--- src/rtl/idli_pkg.sv ---
// Shared idli types: decoded instruction layout plus the nibble-encoder format,
// class and state types.
package idli_pkg;

    typedef struct packed {
        logic [1:0] p;
        logic [1:0] q;
        logic [2:0] a;
        logic [2:0] b;
        logic [2:0] c;
    } instr_t;

    typedef enum logic [1:0] {
        CLS_00 = 2'b00,
        CLS_01 = 2'b01,
        CLS_10 = 2'b10,
        CLS_11 = 2'b11
    } enc_cls_t;

    // Bit layout matches the raw 5-bit op: sub = op[4:2], cls = op[1:0].
    typedef struct packed {
        logic [2:0] sub;
        enc_cls_t   cls;
    } enc_op_t;

    typedef enum logic [2:0] {
        IDLE = 3'd0,
        S0   = 3'd1,
        S1   = 3'd2,
        S2   = 3'd3,
        S3   = 3'd4
    } enc_state_t;

    localparam int ENC_NIBS = 4;

    // Nibble index currently on the output; IDLE maps to 0 but is masked.
    function automatic logic [1:0] enc_nib_idx(enc_state_t st);
        logic [1:0] idx;
        idx = 2'd0;
        case (st)
            S1:      idx = 2'd1;
            S2:      idx = 2'd2;
            S3:      idx = 2'd3;
            default: idx = 2'd0;
        endcase
        return idx;
    endfunction

endpackage

--- src/rtl/idli_encode_m_if.sv ---
// Instruction-in / nibble-out bundle between the instruction source and the encoder.
interface idli_encode_if;
    import idli_pkg::*;

    instr_t     i_enc_instr;
    logic [4:0] i_enc_op;
    logic       i_enc_vld;
    logic       o_enc_rdy;
    logic [3:0] o_enc_nib;
    logic       o_enc_nib_vld;

    modport master (
        output i_enc_instr, i_enc_op, i_enc_vld,
        input  o_enc_rdy, o_enc_nib, o_enc_nib_vld
    );

    modport slave (
        input  i_enc_instr, i_enc_op, i_enc_vld,
        output o_enc_rdy, o_enc_nib, o_enc_nib_vld
    );

endinterface

--- src/rtl/idli_encode_m_nib.sv ---
// Pure combinational nibble builder: picks nibble idx of the 4-nibble stream for
// one instruction/format pair.
module idli_encode_nib_m
    import idli_pkg::*;
(
    input  instr_t     instr,
    input  enc_op_t    op,
    input  logic [1:0] idx,
    output logic [3:0] nib
);

    logic cls01_hi;
    logic cls10_sub11;

    // cls 01 with op[3] set carries no a/b fields; cls 10 sub 11x carries no c.
    assign cls01_hi    = (op.cls == CLS_01) && op.sub[1];
    assign cls10_sub11 = (op.cls == CLS_10) && (op.sub[2:1] == 2'b11);

    always_comb begin
        nib = 4'b0000;
        case (idx)
            2'd0: nib = {instr.p, op.cls};
            2'd1: begin
                case (op.cls)
                    CLS_00:  nib = {op.sub[2], instr.q, instr.a[2]};
                    CLS_01:  nib = {op.sub[1], instr.q, op.sub[0]};
                    default: nib = {op.sub, instr.a[2]};
                endcase
            end
            2'd2: nib = cls01_hi ? 4'b0000 : {instr.a[1:0], instr.b[2:1]};
            default: begin
                if (cls01_hi)
                    nib = {1'b0, instr.c};
                else if (cls10_sub11)
                    nib = {instr.b[0], 3'b000};
                else
                    nib = {instr.b[0], instr.c};
            end
        endcase
    end

endmodule

--- src/rtl/idli_encode_m.sv ---
// Serialises one decoded instruction into four consecutive nibbles for the
// nibble decoder; accepts the next instruction while the last nibble is out.
module idli_encode_m
    import idli_pkg::*;
(
    input  logic         i_enc_gck,
    input  logic         i_enc_rst,
    idli_encode_if.slave enc
);

    enc_state_t state, state_nxt;
    instr_t     hold_instr;
    enc_op_t    hold_op;
    logic       accept;
    logic [3:0] nib_w;

    assign enc.o_enc_rdy = (state == IDLE) || (state == S3);
    assign accept        = enc.i_enc_vld && enc.o_enc_rdy;

    always_ff @(posedge i_enc_gck or posedge i_enc_rst) begin
        if (i_enc_rst) state <= IDLE;
        else           state <= state_nxt;
    end

    // Holding registers are only observed outside IDLE, so they carry no reset.
    always_ff @(posedge i_enc_gck) begin
        if (accept) begin
            hold_instr <= enc.i_enc_instr;
            hold_op    <= enc_op_t'(enc.i_enc_op);
        end
    end

    always_comb begin
        state_nxt = state;
        case (state)
            IDLE:    state_nxt = accept ? S0 : IDLE;
            S0:      state_nxt = S1;
            S1:      state_nxt = S2;
            S2:      state_nxt = S3;
            S3:      state_nxt = accept ? S0 : IDLE;
            default: state_nxt = IDLE;
        endcase
    end

    idli_encode_nib_m u_nib (
        .instr (hold_instr),
        .op    (hold_op),
        .idx   (enc_nib_idx(state)),
        .nib   (nib_w)
    );

    assign enc.o_enc_nib_vld = (state != IDLE);
    assign enc.o_enc_nib     = (state == IDLE) ? 4'b0000 : nib_w;

endmodule

--- src/flat_wrapper.sv ---
// flat-port wrapper written by rule: the top's interface ports become plain ports
module idli_encode_m_flat import idli_pkg::*;
  (i_enc_gck, i_enc_rst, enc_i_enc_instr, enc_i_enc_op, enc_i_enc_vld, enc_o_enc_rdy, enc_o_enc_nib, enc_o_enc_nib_vld);
  idli_encode_if enc_i ();
  input  logic i_enc_gck;
  input  logic i_enc_rst;
  input wire logic [$bits(enc_i.i_enc_instr)-1:0] enc_i_enc_instr;
  input wire logic [$bits(enc_i.i_enc_op)-1:0] enc_i_enc_op;
  input wire logic [$bits(enc_i.i_enc_vld)-1:0] enc_i_enc_vld;
  output wire logic [$bits(enc_i.o_enc_rdy)-1:0] enc_o_enc_rdy;
  output wire logic [$bits(enc_i.o_enc_nib)-1:0] enc_o_enc_nib;
  output wire logic [$bits(enc_i.o_enc_nib_vld)-1:0] enc_o_enc_nib_vld;
  assign enc_i.i_enc_instr = enc_i_enc_instr;
  assign enc_i.i_enc_op = enc_i_enc_op;
  assign enc_i.i_enc_vld = enc_i_enc_vld;
  assign enc_o_enc_rdy = enc_i.o_enc_rdy;
  assign enc_o_enc_nib = enc_i.o_enc_nib;
  assign enc_o_enc_nib_vld = enc_i.o_enc_nib_vld;
  idli_encode_m u_core (.i_enc_gck(i_enc_gck), .i_enc_rst(i_enc_rst), .enc(enc_i));
endmodule
--- config.mk ---
export PLATFORM = sky130hd
export DESIGN_NAME = idli_encode_m_flat
export DESIGN_NICKNAME = d
export VERILOG_FILES = /design/src/rtl/idli_pkg.sv /design/src/rtl/idli_encode_m_if.sv /design/src/rtl/idli_encode_m_nib.sv /design/src/rtl/idli_encode_m.sv /design/src/flat_wrapper.sv
export SDC_FILE = /design/constraint.sdc
export NUM_CORES = 1
export LEC_CHECK = 0
export CAP_MARGIN = 10
export CORE_ASPECT_RATIO = 0.6
export CORE_MARGIN = 4
export CORE_UTILIZATION = 34
export DETAILED_ROUTE_END_ITERATION = 6
export HOLD_SLACK_MARGIN = 0.12
export PLACE_DENSITY = 0.6
export SYNTH_ARGS = -nofsm -noshare
export SYNTH_HDL_FRONTEND = slang
export SYNTH_HIERARCHICAL = 1
export SYNTH_SLANG_ARGS = --single-unit
export TNS_END_PERCENT = 5
--- constraint.sdc ---
create_clock -name i_enc_gck -period 2.5 [get_ports i_enc_gck]
set_clock_uncertainty 0.1 [all_clocks]
set_input_delay 0.5 -clock i_enc_gck [delete_from_list [all_inputs] [get_ports i_enc_gck]]
set_output_delay 0.5 -clock i_enc_gck [all_outputs]
set_load 0.03 [all_outputs]
==> metrics <==
outcome=finished, violations left; failing checks=negative setup slack; RR Endpoint=u_core/hold_op[0]; vias per std cell=4.61; NumNets Final=137; max_cap viols=0; drt wl/cell=14.5 µm; crit-path max cell delay=420 ps; delay-heaviest family, CP=simple AND/OR/NAND/NOR gates; largest net degree at the start of global routing=19; H-tree depth=1; DRT antenna net count=0; Pwr Density=1280 nW/µm²; minimum hold slack=313 ps; internal power=1.21 mW; Starting Density=0.369; library cells used by synthesis=29; share of layout cells above drive strength 1=0.374; CP startpoint kind=register; Flop pwr share=0.268; Syn Area/Cell=13.4 µm²; Synth Register Bits=21; CTS tree=done; Setup TNS=-414 ps; Post-synth EDFFs=18; Arr. time, crit path=2040 ps; Cell Area, Synth=963 µm²; DR iter-0 viols=24; die width=76.7 µm; Fin. Hold Viols=0; Static Leak=0.594 nW; Cells after Synth=72; Yosys top cell by area=edfxtp_1; register area share after synthesis=0.639; CTS root buf=clkbuf_8; most frequent cells after synthesis=edfxtp_1 (18), nand2b_1 (6); clock slew at reported path FFs=80 ps; IO Pins=27; unrepaired setup endpoints after global routing=true; warnings from Yosys=6; syn nets=93; Total Routed Length=2130 µm; FFs w/ async S/R, synth=0.143; Die H=49.2 µm; clk_lat worst skew=260 ps; Worst path most repeated cell=buf_6; Levels on crit path=10; DP HPWL=1410 µm; clk buf depth=2; Hold Crit Class=in -> async; relative slew slack=0.752; Synth top area share=0.561; final slew viol count=0; CP max stage cell=dfrtp_2; Max Fclk=0.379 GHz; sw frac=0.380; vias in the first global route=664; Congestion Overflow GR=0; RD Place Congestion=0.710; First-pass DRT Iterations=4; critical-path maximum fanout=4; first-pass GRT wire length=3240 µm; Peak VDD IR=0.000534 V; NetSw=0.741 mW; CTS Buf Count=3; Period minus WS final=2640 ps; Worst Setup Path Type=reg -> out; DRC Markers=0; number of diodes=0; Period Utilization, post-route=1.05; Primary FF master, synth=edfxtp_1; r2r setup slk=870 ps; crit path buf inv count=4; area grow syn2layout=57.9%; row cnt=14; Comb pwr share=0.616; initial antenna violation count=0; worst slew pin tran=371 ps; die area=3780 µm²; reg-to-reg critical path startpoint=u_core/state[1]; top-count cell post-synth=edfxtp_1; critical path endpoint category=output pin; Final WS setup=-136 ps; WP data required=1900 ps; Sink Count=21; I/O Buffers=26; clock share of power=0.116; core footprint=2610 µm²; synth top area cells=edfxtp_1 (56%), dfrtp_1 (7.8%), nand2b_1 (3.9%); via count=678; cells along the critical path=buf_4 -> nand2b_4 -> a21oi_4 -> buf_6 -> buf_6 -> mux2i_1 -> nor3b_1 -> or3_1 -> nor2b_4 -> buf_6; Tot GR Track Use=0.112; Worst Reg2Reg Path Length in Cells=5; Final setup viols=4
cell usage in the layout (no fill, tap or decap), types with 2 or more instances in the layout:
master,instances
nor2b_1,2
dfrtp_2,2
a221o_1,2
buf_6,8
buf_4,13
nor2b_4,2
a21oi_1,2
clkdlybuf4s50_1,21
nand2b_4,2
clkbuf_8,3
inv_1,4
edfxtp_1,18
nand2b_1,4
mux2i_1,2
nor2_1,3
timing repair:
| action | CTS | global route |
|---|---|---|
| hold buffers | 0 | 0 |
| pin swaps | 3 | 5 |
| setup endpoints to repair | 4 | 4 |
| setup buffers | 3 | 2 |
| gates resized for setup | 19 | 14 |
area by class of cell:
type	count	area (µm²)
Inverter	4	15.0
Sequential cell	21	618
Clock buffer	3	41.3
Tap cell	32	40.0
Clock inverter	1	7.51
Timing Repair Buffer	43	410
Fill cell	209	1090
Multi-Input combinational cell	43	389
stage by stage:
step	setup slack [ps]	cell area, µm²	instances	power, mW	util
after detailed placement	-228	1320	138	1.45	0.507
after floorplan	-3.93	966	72	1.08	-
after CTS	-100	1450	145	1.82	0.557
after global placement	-170	1320	138	1.44	0.507
final	-136	1520	147	1.95	0.583
after global routing	-249	1520	147	2.07	0.583
sequential cells by signal, indices dropped and copies added, names as in the netlist:
name	flops
u_core/hold_instr	13
u_core/hold_op	5
u_core/state	3
routing by layer:
metal	global-route usage	vias to the layer above	part of all wire
met5	0	-	0
met4	0.0181	0	0
met3	0.0480	0	0.082
met2	0.152	30	0.40
met1	0.164	300	0.52
li1	-	348	-
power groups by stage:
stage	Sequential (mW)	Combinational, mW	Clock (mW)
floorplan	0.524	0.561	0
global placement	0.523	0.921	0
detailed placement	0.525	0.922	0
CTS	0.527	1.05	0.235
global route	0.536	1.29	0.244
finish	0.522	1.20	0.225
how the worst max path moves through the flow:
| stage | to | from | slack, ps |
|---|---|---|---|
| 6_report | enc_o_enc_nib[0] | u_core/state[1] | -140 |
| 5_1_grt | enc_o_enc_nib[0] | u_core/state[1] | -250 |
| 4_1_cts | enc_o_enc_nib[1] | u_core/state[1] | -100 |
| 3_5_place_dp | enc_o_enc_nib[0] | u_core/state[2] | -230 |
| 3_3_place_gp | enc_o_enc_nib[0] | u_core/state[2] | -170 |
| 2_1_floorplan | enc_o_enc_nib[2] | u_core/state[1] | -4 |
worst reg2reg max path, delay by kind of cell (launching register included):
kind / cells / cell delay (ps)
flip-flops: 1 / 420
AND/OR/NAND/NOR: 2 / 240
buffers and inverters: 3 / 550
logic make-up (layout without fill, tap and decap cells):
group	count (synthesis)	count (layout)	synth area share
AND/OR/NAND/NOR	26	26	0.182
flip-flops	21	21	0.639
AO/OA/AOI/OAI	13	13	0.0948
buffers and inverters	8	51	0.0428
multiplexers	3	3	0.0325
XOR/XNOR	1	1	0.00909
Note: power is estimated with default switching activity, not from simulation.
